[src/rtl/ex_alu_stage_if.sv]
// ex_alu_stage_if: handshake and data bundle for the execute-stage ALU.
//
// Signals (names kept from the original port list):
//   ALUCtrl[3:0]     operation code from the ALU-control decoder
//   A, B[WIDTH-1:0]  operands (B is also the shift / LUI source)
//   Shamt[4:0]       shift amount
//   in_valid/in_ready     upstream handshake (transfer when both high)
//   Result, Zero, Overflow registered EX output buffer
//   out_valid/out_ready   downstream handshake toward EX/MEM
//
// Modports:
//   master - upstream/downstream side (drives ops, consumes results)
//   slave  - the ALU stage itself
interface ex_alu_stage_if #(
  parameter int WIDTH = 32
);
  logic [3:0]       ALUCtrl;
  logic [WIDTH-1:0] A;
  logic [WIDTH-1:0] B;
  logic [4:0]       Shamt;
  logic             in_valid;
  logic             in_ready;
  logic [WIDTH-1:0] Result;
  logic             Zero;
  logic             Overflow;
  logic             out_valid;
  logic             out_ready;

  modport master (
    output ALUCtrl, A, B, Shamt, in_valid, out_ready,
    input  in_ready, Result, Zero, Overflow, out_valid
  );

  modport slave (
    input  ALUCtrl, A, B, Shamt, in_valid, out_ready,
    output in_ready, Result, Zero, Overflow, out_valid
  );
endinterface

[src/rtl/ex_alu_stage.sv]
// ex_alu_stage: execute-stage ALU with a registered output buffer and
// valid/ready handshakes on both sides.
//
// Ports:
//   clk    - pipeline clock, all state updates on the rising edge
//   rst_n  - asynchronous active-low reset
//   bus    - ex_alu_stage_if.slave (ALUCtrl, A, B, Shamt, in_valid,
//            in_ready, Result, Zero, Overflow, out_valid, out_ready)
//
// Logical/arithmetic ops complete in one cycle. Shifts (SLL/SRL/SRA) run
// one bit per cycle through a work register unless the FAST_SHIFT_EN
// macro is defined, in which case they are computed combinationally and
// the SHIFT state and counter are not built. Results are identical in
// both builds; only latency differs.
module ex_alu_stage #(
  parameter int WIDTH = 32
) (
  input  logic             clk,
  input  logic             rst_n,
  ex_alu_stage_if.slave    bus
);

  typedef enum logic [3:0] {
    OP_AND  = 4'b0000,
    OP_OR   = 4'b0001,
    OP_ADD  = 4'b0010,
    OP_SLL  = 4'b0011,
    OP_SRL  = 4'b0100,
    OP_SUB  = 4'b0110,
    OP_SLT  = 4'b0111,
    OP_ADDU = 4'b1000,
    OP_SUBU = 4'b1001,
    OP_XOR  = 4'b1010,
    OP_SLTU = 4'b1011,
    OP_NOR  = 4'b1100,
    OP_SRA  = 4'b1101,
    OP_LUI  = 4'b1110
  } alu_op_e;

  alu_op_e          op;
  logic [WIDTH-1:0] a;
  logic [WIDTH-1:0] b;
  logic [4:0]       shamt;

  assign op    = alu_op_e'(bus.ALUCtrl);
  assign a     = bus.A;
  assign b     = bus.B;
  assign shamt = bus.Shamt;

  // ---------------------------------------------------------------------
  // Single-cycle result path
  // ---------------------------------------------------------------------
  logic [WIDTH-1:0] sum;
  logic [WIDTH-1:0] diff;
  logic [WIDTH-1:0] comb_res;
  logic             comb_ovf;
  logic             is_shift;

  assign sum      = a + b;
  assign diff     = a - b;
  assign is_shift = (op == OP_SLL) || (op == OP_SRL) || (op == OP_SRA);

  always_comb begin
    comb_res = '0;
    comb_ovf = 1'b0;
    case (op)
      OP_AND:  comb_res = a & b;
      OP_OR:   comb_res = a | b;
      OP_XOR:  comb_res = a ^ b;
      OP_NOR:  comb_res = ~(a | b);
      OP_ADD: begin
        comb_res = sum;
        comb_ovf = (a[WIDTH-1] == b[WIDTH-1]) && (sum[WIDTH-1] != a[WIDTH-1]);
      end
      OP_SUB: begin
        comb_res = diff;
        comb_ovf = (a[WIDTH-1] != b[WIDTH-1]) && (diff[WIDTH-1] != a[WIDTH-1]);
      end
      OP_ADDU: comb_res = sum;
      OP_SUBU: comb_res = diff;
      OP_SLT:  comb_res = {{(WIDTH-1){1'b0}}, ($signed(a) < $signed(b))};
      OP_SLTU: comb_res = {{(WIDTH-1){1'b0}}, (a < b)};
      OP_LUI:  comb_res = WIDTH'({b[15:0], 16'h0000});
`ifdef FAST_SHIFT_EN
      OP_SLL:  comb_res = b << shamt;
      OP_SRL:  comb_res = b >> shamt;
      OP_SRA:  comb_res = $signed(b) >>> shamt;
`else
      // Only Shamt == 0 completes here; non-zero amounts go through SHIFT.
      OP_SLL, OP_SRL, OP_SRA: comb_res = b;
`endif
      default: comb_res = '0;
    endcase
  end

  // ---------------------------------------------------------------------
  // Output buffer
  // ---------------------------------------------------------------------
  logic [WIDTH-1:0] result_q;
  logic             zero_q;
  logic             ovf_q;
  logic             out_valid_q;
  logic             buf_free;
  logic             accept;
  logic             wr;
  logic [WIDTH-1:0] wr_res;
  logic             wr_ovf;

  assign buf_free = !out_valid_q || bus.out_ready;
  assign accept   = bus.in_valid && bus.in_ready;

  always_ff @(posedge clk or negedge rst_n) begin
    if (!rst_n) begin
      result_q    <= '0;
      zero_q      <= 1'b0;
      ovf_q       <= 1'b0;
      out_valid_q <= 1'b0;
    end else if (wr) begin
      result_q    <= wr_res;
      zero_q      <= (wr_res == '0);
      ovf_q       <= wr_ovf;
      out_valid_q <= 1'b1;
    end else if (out_valid_q && bus.out_ready) begin
      out_valid_q <= 1'b0;
    end
  end

  assign bus.Result    = result_q;
  assign bus.Zero      = zero_q;
  assign bus.Overflow  = ovf_q;
  assign bus.out_valid = out_valid_q;

`ifdef FAST_SHIFT_EN
  // ---------------------------------------------------------------------
  // Every op completes in the accept cycle.
  // ---------------------------------------------------------------------
  assign bus.in_ready = buf_free;

  always_comb begin
    wr     = accept;
    wr_res = comb_res;
    wr_ovf = comb_ovf;
  end

`else
  // ---------------------------------------------------------------------
  // Iterative shifter: one bit per cycle through the work register.
  // ---------------------------------------------------------------------
  typedef enum logic {
    ST_IDLE,
    ST_SHIFT
  } state_e;

  state_e           state_q, state_d;
  logic [4:0]       cnt_q, cnt_d;
  logic [WIDTH-1:0] work_q, work_d;
  alu_op_e          sop_q, sop_d;
  logic [WIDTH-1:0] work_step;

  always_comb begin
    case (sop_q)
      OP_SLL:  work_step = work_q << 1;
      OP_SRL:  work_step = work_q >> 1;
      default: work_step = {work_q[WIDTH-1], work_q[WIDTH-1:1]};
    endcase
  end

  assign bus.in_ready = (state_q == ST_IDLE) && buf_free;

  always_ff @(posedge clk or negedge rst_n) begin
    if (!rst_n) begin
      state_q <= ST_IDLE;
      cnt_q   <= '0;
      work_q  <= '0;
      sop_q   <= OP_SLL;
    end else begin
      state_q <= state_d;
      cnt_q   <= cnt_d;
      work_q  <= work_d;
      sop_q   <= sop_d;
    end
  end

  always_comb begin
    state_d = state_q;
    cnt_d   = cnt_q;
    work_d  = work_q;
    sop_d   = sop_q;
    wr      = 1'b0;
    wr_res  = comb_res;
    wr_ovf  = comb_ovf;
    case (state_q)
      ST_IDLE: begin
        if (accept) begin
          if (is_shift && (shamt != 5'd0)) begin
            work_d  = b;
            cnt_d   = shamt;
            sop_d   = op;
            state_d = ST_SHIFT;
          end else begin
            wr = 1'b1;
          end
        end
      end
      ST_SHIFT: begin
        if (cnt_q > 5'd1) begin
          work_d = work_step;
          cnt_d  = cnt_q - 5'd1;
        end else if (buf_free) begin
          // Final bit is applied straight into the output buffer; the
          // work register keeps its value since it is dead from here on.
          wr      = 1'b1;
          wr_res  = work_step;
          wr_ovf  = 1'b0;
          cnt_d   = '0;
          state_d = ST_IDLE;
        end
      end
      default: state_d = ST_IDLE;
    endcase
  end
`endif

endmodule
[src/flat_wrapper.sv]
// flat-port wrapper written by rule: the top's interface ports become plain ports
module ex_alu_stage_flat 
#(
  parameter int WIDTH = 32
)
  (clk, rst_n, bus_ALUCtrl, bus_A, bus_B, bus_Shamt, bus_in_valid, bus_out_ready, bus_in_ready, bus_Result, bus_Zero, bus_Overflow, bus_out_valid);
  ex_alu_stage_if #(.WIDTH(WIDTH)) bus_i ();
  input  logic clk;
  input  logic rst_n;
  input wire logic [$bits(bus_i.ALUCtrl)-1:0] bus_ALUCtrl;
  input wire logic [$bits(bus_i.A)-1:0] bus_A;
  input wire logic [$bits(bus_i.B)-1:0] bus_B;
  input wire logic [$bits(bus_i.Shamt)-1:0] bus_Shamt;
  input wire logic [$bits(bus_i.in_valid)-1:0] bus_in_valid;
  input wire logic [$bits(bus_i.out_ready)-1:0] bus_out_ready;
  output wire logic [$bits(bus_i.in_ready)-1:0] bus_in_ready;
  output wire logic [$bits(bus_i.Result)-1:0] bus_Result;
  output wire logic [$bits(bus_i.Zero)-1:0] bus_Zero;
  output wire logic [$bits(bus_i.Overflow)-1:0] bus_Overflow;
  output wire logic [$bits(bus_i.out_valid)-1:0] bus_out_valid;
  assign bus_i.ALUCtrl = bus_ALUCtrl;
  assign bus_i.A = bus_A;
  assign bus_i.B = bus_B;
  assign bus_i.Shamt = bus_Shamt;
  assign bus_i.in_valid = bus_in_valid;
  assign bus_i.out_ready = bus_out_ready;
  assign bus_in_ready = bus_i.in_ready;
  assign bus_Result = bus_i.Result;
  assign bus_Zero = bus_i.Zero;
  assign bus_Overflow = bus_i.Overflow;
  assign bus_out_valid = bus_i.out_valid;
  ex_alu_stage #(.WIDTH(WIDTH)) u_core (.clk(clk), .rst_n(rst_n), .bus(bus_i));
endmodule
[config.mk]
export PLATFORM = sky130hd
export DESIGN_NAME = ex_alu_stage_flat
export DESIGN_NICKNAME = d
export VERILOG_FILES = /design/src/rtl/ex_alu_stage_if.sv /design/src/rtl/ex_alu_stage.sv /design/src/flat_wrapper.sv
export SDC_FILE = /design/constraint.sdc
export NUM_CORES = 1
export LEC_CHECK = 0
export ABC_AREA = 0
export ABC_CLOCK_PERIOD_IN_PS = 3100
export CAP_MARGIN = 30
export CORE_MARGIN = 1.5
export CORE_UTILIZATION = 53
export CTS_BUF_LIST = sky130_fd_sc_hd__clkbuf_16
export DETAILED_ROUTE_END_ITERATION = 6
export HOLD_SLACK_MARGIN = 0.08
export PLACE_DENSITY_LB_ADDON = 0.3
export REMOVE_ABC_BUFFERS = 1
export SETUP_SLACK_MARGIN = 0.15
export SLEW_MARGIN = 5
export SYNTH_ARGS = -nofsm -noshare
export SYNTH_HDL_FRONTEND = slang
export SYNTH_SLANG_ARGS = --single-unit
export TNS_END_PERCENT = 30
[constraint.sdc]
create_clock -name clk -period 3.1 [get_ports clk]
set_input_delay 0.62 -clock clk [delete_from_list [all_inputs] [get_ports clk]]
set_output_delay 0.62 -clock clk [all_outputs]
set_load 0.05 [all_outputs]
==> results.sh, run 1 <==
export IMPL_place_ws_ps=-1710
export IMPL_netlist_instances=1419
export IMPL_synth_warnings=0
export IMPL_io_pins=113
export IMPL_hpwl_um=42400
export IMPL_start_util_pct=54.4
export IMPL_error="[ERROR GRT-0116] Global routing finished with congestion. Check the congestion regions in the DRC Viewer."
export IMPL_h_tree_depth=3
export IMPL_grt_pass1_wl_um=120000
export IMPL_outcome="did not finish"
export IMPL_synth_main_ff_cell="dfrtp_1"
export IMPL_rows=50
export IMPL_cts_buffers=9
export IMPL_yosysUniqueCellTypes=90
export IMPL_syn_avg_cell_area_um2=7.24
export IMPL_overflow=14
export IMPL_grt_max_degree=78
export IMPL_ctsRootBufferMaster="clkbuf_16"
export IMPL_synthAdderAreaFrac_pct=12.9
export IMPL_synth_top_family_by_area="compound AO/OA/AOI/OAI gates"
export IMPL_yosys_area_top_type="dfrtp_1"
export IMPL_yosysTopAreaCellShare_pct=18.3
export IMPL_fp_dieW_um=142
export IMPL_clock_sinks=77
export IMPL_async_flop_share_pct=100
export IMPL_numPortBuffers=112
export IMPL_synth_edf_count=0
export IMPL_synth_simple_gate_area_share_pct=21.3
export IMPL_synth_area_um2=10300
export IMPL_synthMuxAreaShare_pct=4.50
export IMPL_grt_pass1_vias=19200
export IMPL_synth_most_common_cell="nand2_1"
export IMPL_gp_congestion=1.19
export IMPL_synth_commonest_cells="nand2_1, a21oi_1, nor2_1, o21ai_0, ha_1"
export IMPL_haltStage="5_1_grt"
export IMPL_synth_compound_area_share_pct=33.7
export IMPL_synth_seq_cells=77
export IMPL_die_height_um=142
export IMPL_synthXorXnorAreaFrac_pct=1.36
export IMPL_clk_path_buf_depth=2
export IMPL_grt_usage_pct=79.6
export IMPL_dpl_cell_area_um2=15400
export IMPL_synth_seq_area_share_pct=18.8
export IMPL_yosys_top_cells_area="dfrtp_1, ha_1, nand2_1"
-- layer usage --
metal,global-route usage (%),GRT overflow
met5,30.6,0
met4,73.7,4
met3,68.7,0
met2,93.7,10
met1,81.3,0
-- cell families after synthesis --
family                     Yosys count
AOI/OAI and AO/OA                  514
and+or+nand+nor                    468
buffers and inverters              194
adders and majority gates          105
DFF                                 77
muxes                               45
xor gates and xnor gates            16
-- what timing repair did --
action / 4_1_cts
buffers inserted: 60
gates cloned: 4
gates resized for setup: 532
pin swaps: 138
endpoints found under the setup margin: 63
hold buffers: 0
-- through the flow --
step                      TNS, ps  std cells
after CTS                   -1440       2300
after detailed placement   -34090       2220
after global placement     -29840       2220
after floorplan            -58560       1325
==> run 2: changes to the inputs <==
- ABC_CLOCK_PERIOD_IN_PS: 3100 -> 4000
- CORE_UTILIZATION: 53 -> 40
- CTS_BUF_LIST: sky130_fd_sc_hd__clkbuf_16 -> default
- HOLD_SLACK_MARGIN: 0.08 -> default
- PLACE_DENSITY_LB_ADDON: 0.3 -> 0.15
- SETUP_SLACK_MARGIN: 0.15 -> default
- clock period: 3.1 -> 4 ns (I/O delays scaled with it)
==> results.sh, run 2 <==
export IMPL_vias=13700
export IMPL_period_minus_slack_ps=4040
export IMPL_yosysUniqueCellTypes=90
export IMPL_synth_top_family_by_area="compound AO/OA/AOI/OAI gates"
export IMPL_h_tree_depth=3
export IMPL_async_flop_share_pct=100
export IMPL_final_setup_viol_count=1
export IMPL_fin_hold_ws_ps=300
export IMPL_crit_path_end_kind="flip-flop"
export IMPL_route_final_wire_length_um=54200
export IMPL_n_fill_cell=2253
export IMPL_drive_gt1_share_pct=33.9
export IMPL_finalMaxSlewViolations=0
export IMPL_drc=1
export IMPL_path_class="in2reg"
export IMPL_overflow=0
export IMPL_drt_iter0_markers=1791
export IMPL_syn_avg_cell_area_um2=7.24
export IMPL_outcome="finished with violations"
export IMPL_critPathLaunchType="input port"
export IMPL_place_ws_ps=-1010
export IMPL_cp_data_required_time_ps=4240
export IMPL_synth_most_common_cell="nand2_1"
export IMPL_violations="design-rule violations, negative setup slack"
export IMPL_cts_tree="done"
export IMPL_fin_crit_sh_pct=101
export IMPL_finalNetCount=2132
export IMPL_postLayoutCoreUtil_pct=64.7
export IMPL_synth_main_ff_cell="dfrtp_1"
export IMPL_synth_seq_area_share_pct=18.8
export IMPL_antenna_found_initial=0
export IMPL_synth_warnings=0
export IMPL_drv_cap=0
export IMPL_synth_commonest_cells="nand2_1, a21oi_1, nor2_1, o21ai_0, ha_1"
export IMPL_fp_dieW_um=163
export IMPL_dpl_cell_area_um2=15100
export IMPL_layout_commonest_cell="buf_4"
export IMPL_layout_common_cells="buf_4, nand2_1, nor2_1, a21oi_1, o21ai_0"
export IMPL_grt_pass1_wl_um=78500
export IMPL_critPathLaunch="bus_A[19]"
export IMPL_hpwl_um=44200
export IMPL_grt_usage_pct=39.9
export IMPL_rsz0062_at_grt="yes"
export IMPL_finalHoldViolCount=0
export IMPL_power_internal_w=0.00358
export IMPL_io_pins=113
export IMPL_dieArea_um2=26700
export IMPL_firstDrtPassIters=7
export IMPL_clkPwrFrac_pct=12.1
export IMPL_rows=58
export IMPL_synthMuxAreaShare_pct=4.50
export IMPL_syn_to_final_growth_pct=58.5
export IMPL_start_util_pct=40.8
export IMPL_ctsRootBufferMaster="clkbuf_16"
export IMPL_worst_slack_ps=-38.9
export IMPL_postRouteAntennaNets=0
export IMPL_design_area_um2=16300
export IMPL_synth_area_um2=10300
export IMPL_die_height_um=163
export IMPL_pwr_share_comb_pct=66.9
export IMPL_yosys_area_top_type="dfrtp_1"
export IMPL_peakVddDrop_mv=0.520
export IMPL_synth_simple_gate_area_share_pct=21.3
export IMPL_hold_path_class="in2async"
export IMPL_synthXorXnorAreaFrac_pct=1.36
export IMPL_viasPerCell=5.99
export IMPL_skew_ps=9.21
export IMPL_critPathMaxFanout=4
export IMPL_arrival_ps=4280
export IMPL_antennaDiodeCount=0
export IMPL_seqPwrFrac_pct=21.0
export IMPL_p_leak_nw=7.65
export IMPL_clk_path_buf_depth=2
export IMPL_synthAdderAreaFrac_pct=12.9
export IMPL_worstMarginPinSlew_ps=617
export IMPL_clock_sinks=77
export IMPL_yosysTopAreaCellShare_pct=18.3
export IMPL_p_sw_share_pct=49.6
export IMPL_clock_latency_ps=340
export IMPL_synth_seq_cells=77
export IMPL_power_switching_w=0.00353
export IMPL_total_power_w=0.00711
export IMPL_grt_max_degree=66
export IMPL_numPortBuffers=112
export IMPL_coreArea_um2=25200
export IMPL_gp_congestion=1.06
export IMPL_grt_pass1_vias=12900
export IMPL_timing_rr_start="u_core.sop_q[0]"
export IMPL_cts_buffers=9
export IMPL_wl_per_cell_um=23.7
export IMPL_relSlewSlack_pct=58.5
export IMPL_yosys_top_cells_area="dfrtp_1, ha_1, nand2_1"
export IMPL_synth_edf_count=0
export IMPL_netlist_instances=1419
export IMPL_p_per_area_nw_per_um2=436
export IMPL_fmax_ghz=0.248
export IMPL_clkTransAtPathRegs_ps=70
export IMPL_synth_compound_area_share_pct=33.7
==> run 2: timing repair <==
action / in CTS / in global routing
pin swaps: 42 / 38
hold buffers: 0 / 0
endpoints found under the hold margin: 0 / 0
resized for setup: 72 / 107
endpoints found under the setup margin: 15 / 9
buffers inserted: 10 / 10
==> run 2: per-layer routing <==
metal | vias up | GRT usage, % | wire [µm]
met5 | - | 0 | 0
met4 | 0 | 12.9 | 1980
met3 | 138 | 8.30 | 5790
met2 | 835 | 60.8 | 23100
met1 | 6444 | 55.8 | 23300
li1 | 6270 | - | -
==> run 2: worst paths after layout <==
check,to,slack [ps],cells past startpoint
setup / recovery,u_core.bus.Zero,-40,15
hold / removal,u_core.cnt_q[0],300,1
setup reg to reg,u_core.bus.Zero,260,11
hold reg to reg,u_core.bus.Result[5],480,2
max in group asynchronous,u_core.sop_q[0],3080,2
min in group clk,u_core.bus.Result[5],480,2
==> run 2: layout make-up <==
cell class / count / area [µm²] / share of cell area (%)
Clock inverter: 6 / 71.3 / 0.438
Inverter: 100 / 375 / 2.30
Multi-Input combinational cell: 1148 / 8220 / 50.5
Timing Repair Buffer: 614 / 5050 / 31.0
Tap cell: 330 / 413 / 2.53
Sequential cell: 77 / 1930 / 11.9
Clock buffer: 10 / 229 / 1.41
==> run 2: stage by stage <==
| stage | setup TNS (ps) | cells |
|---|---|---|
| 2_1_floorplan | -16810 | 1325 |
| 3_3_place_gp | -9000 | 2248 |
| 3_5_place_dp | -10380 | 2249 |
| 4_1_cts | 0 | 2275 |
| 5_1_grt | -217 | 2285 |
| 6_report | -38.9 | 2285 |
==> run 2: cell families (layout without fill, tap and decap cells) <==
group,after synthesis,after routing
adders and majority gates,105,105
DFF,77,77
muxes,45,45
xor gates and xnor gates,16,16
and+or+nand+nor,468,468
buffers and inverters,194,730
AOI/OAI and AO/OA,514,514
==> run 2: power by group through the flow <==
| stage | Clock [W] | Sequential (W) | Combinational (W) |
|---|---|---|---|
| after floorplan | 0 | 0.00200 | 0.00186 |
| after global placement | 0 | 0.00147 | 0.00439 |
| after detailed placement | 0 | 0.00149 | 0.00445 |
| after CTS | 0.000849 | 0.00148 | 0.00457 |
| after global routing | 0.000899 | 0.00153 | 0.00506 |
| final | 0.000857 | 0.00149 | 0.00476 |
==> run 2: critical path: stages <==
cell and delay, ps:
clkdlybuf4s50_1 530, inv_1 60, ha_1 350, inv_1 110, a21o_1 210, o311ai_2 260
buf_4 150, a21oi_1 80, nor3_2 390, nand2_1 150, a211oi_2 290, o21ai_0 170
nor4b_2 300, nand4b_1 150, o41ai_2 290
Power figures use the tool's default switching activity.
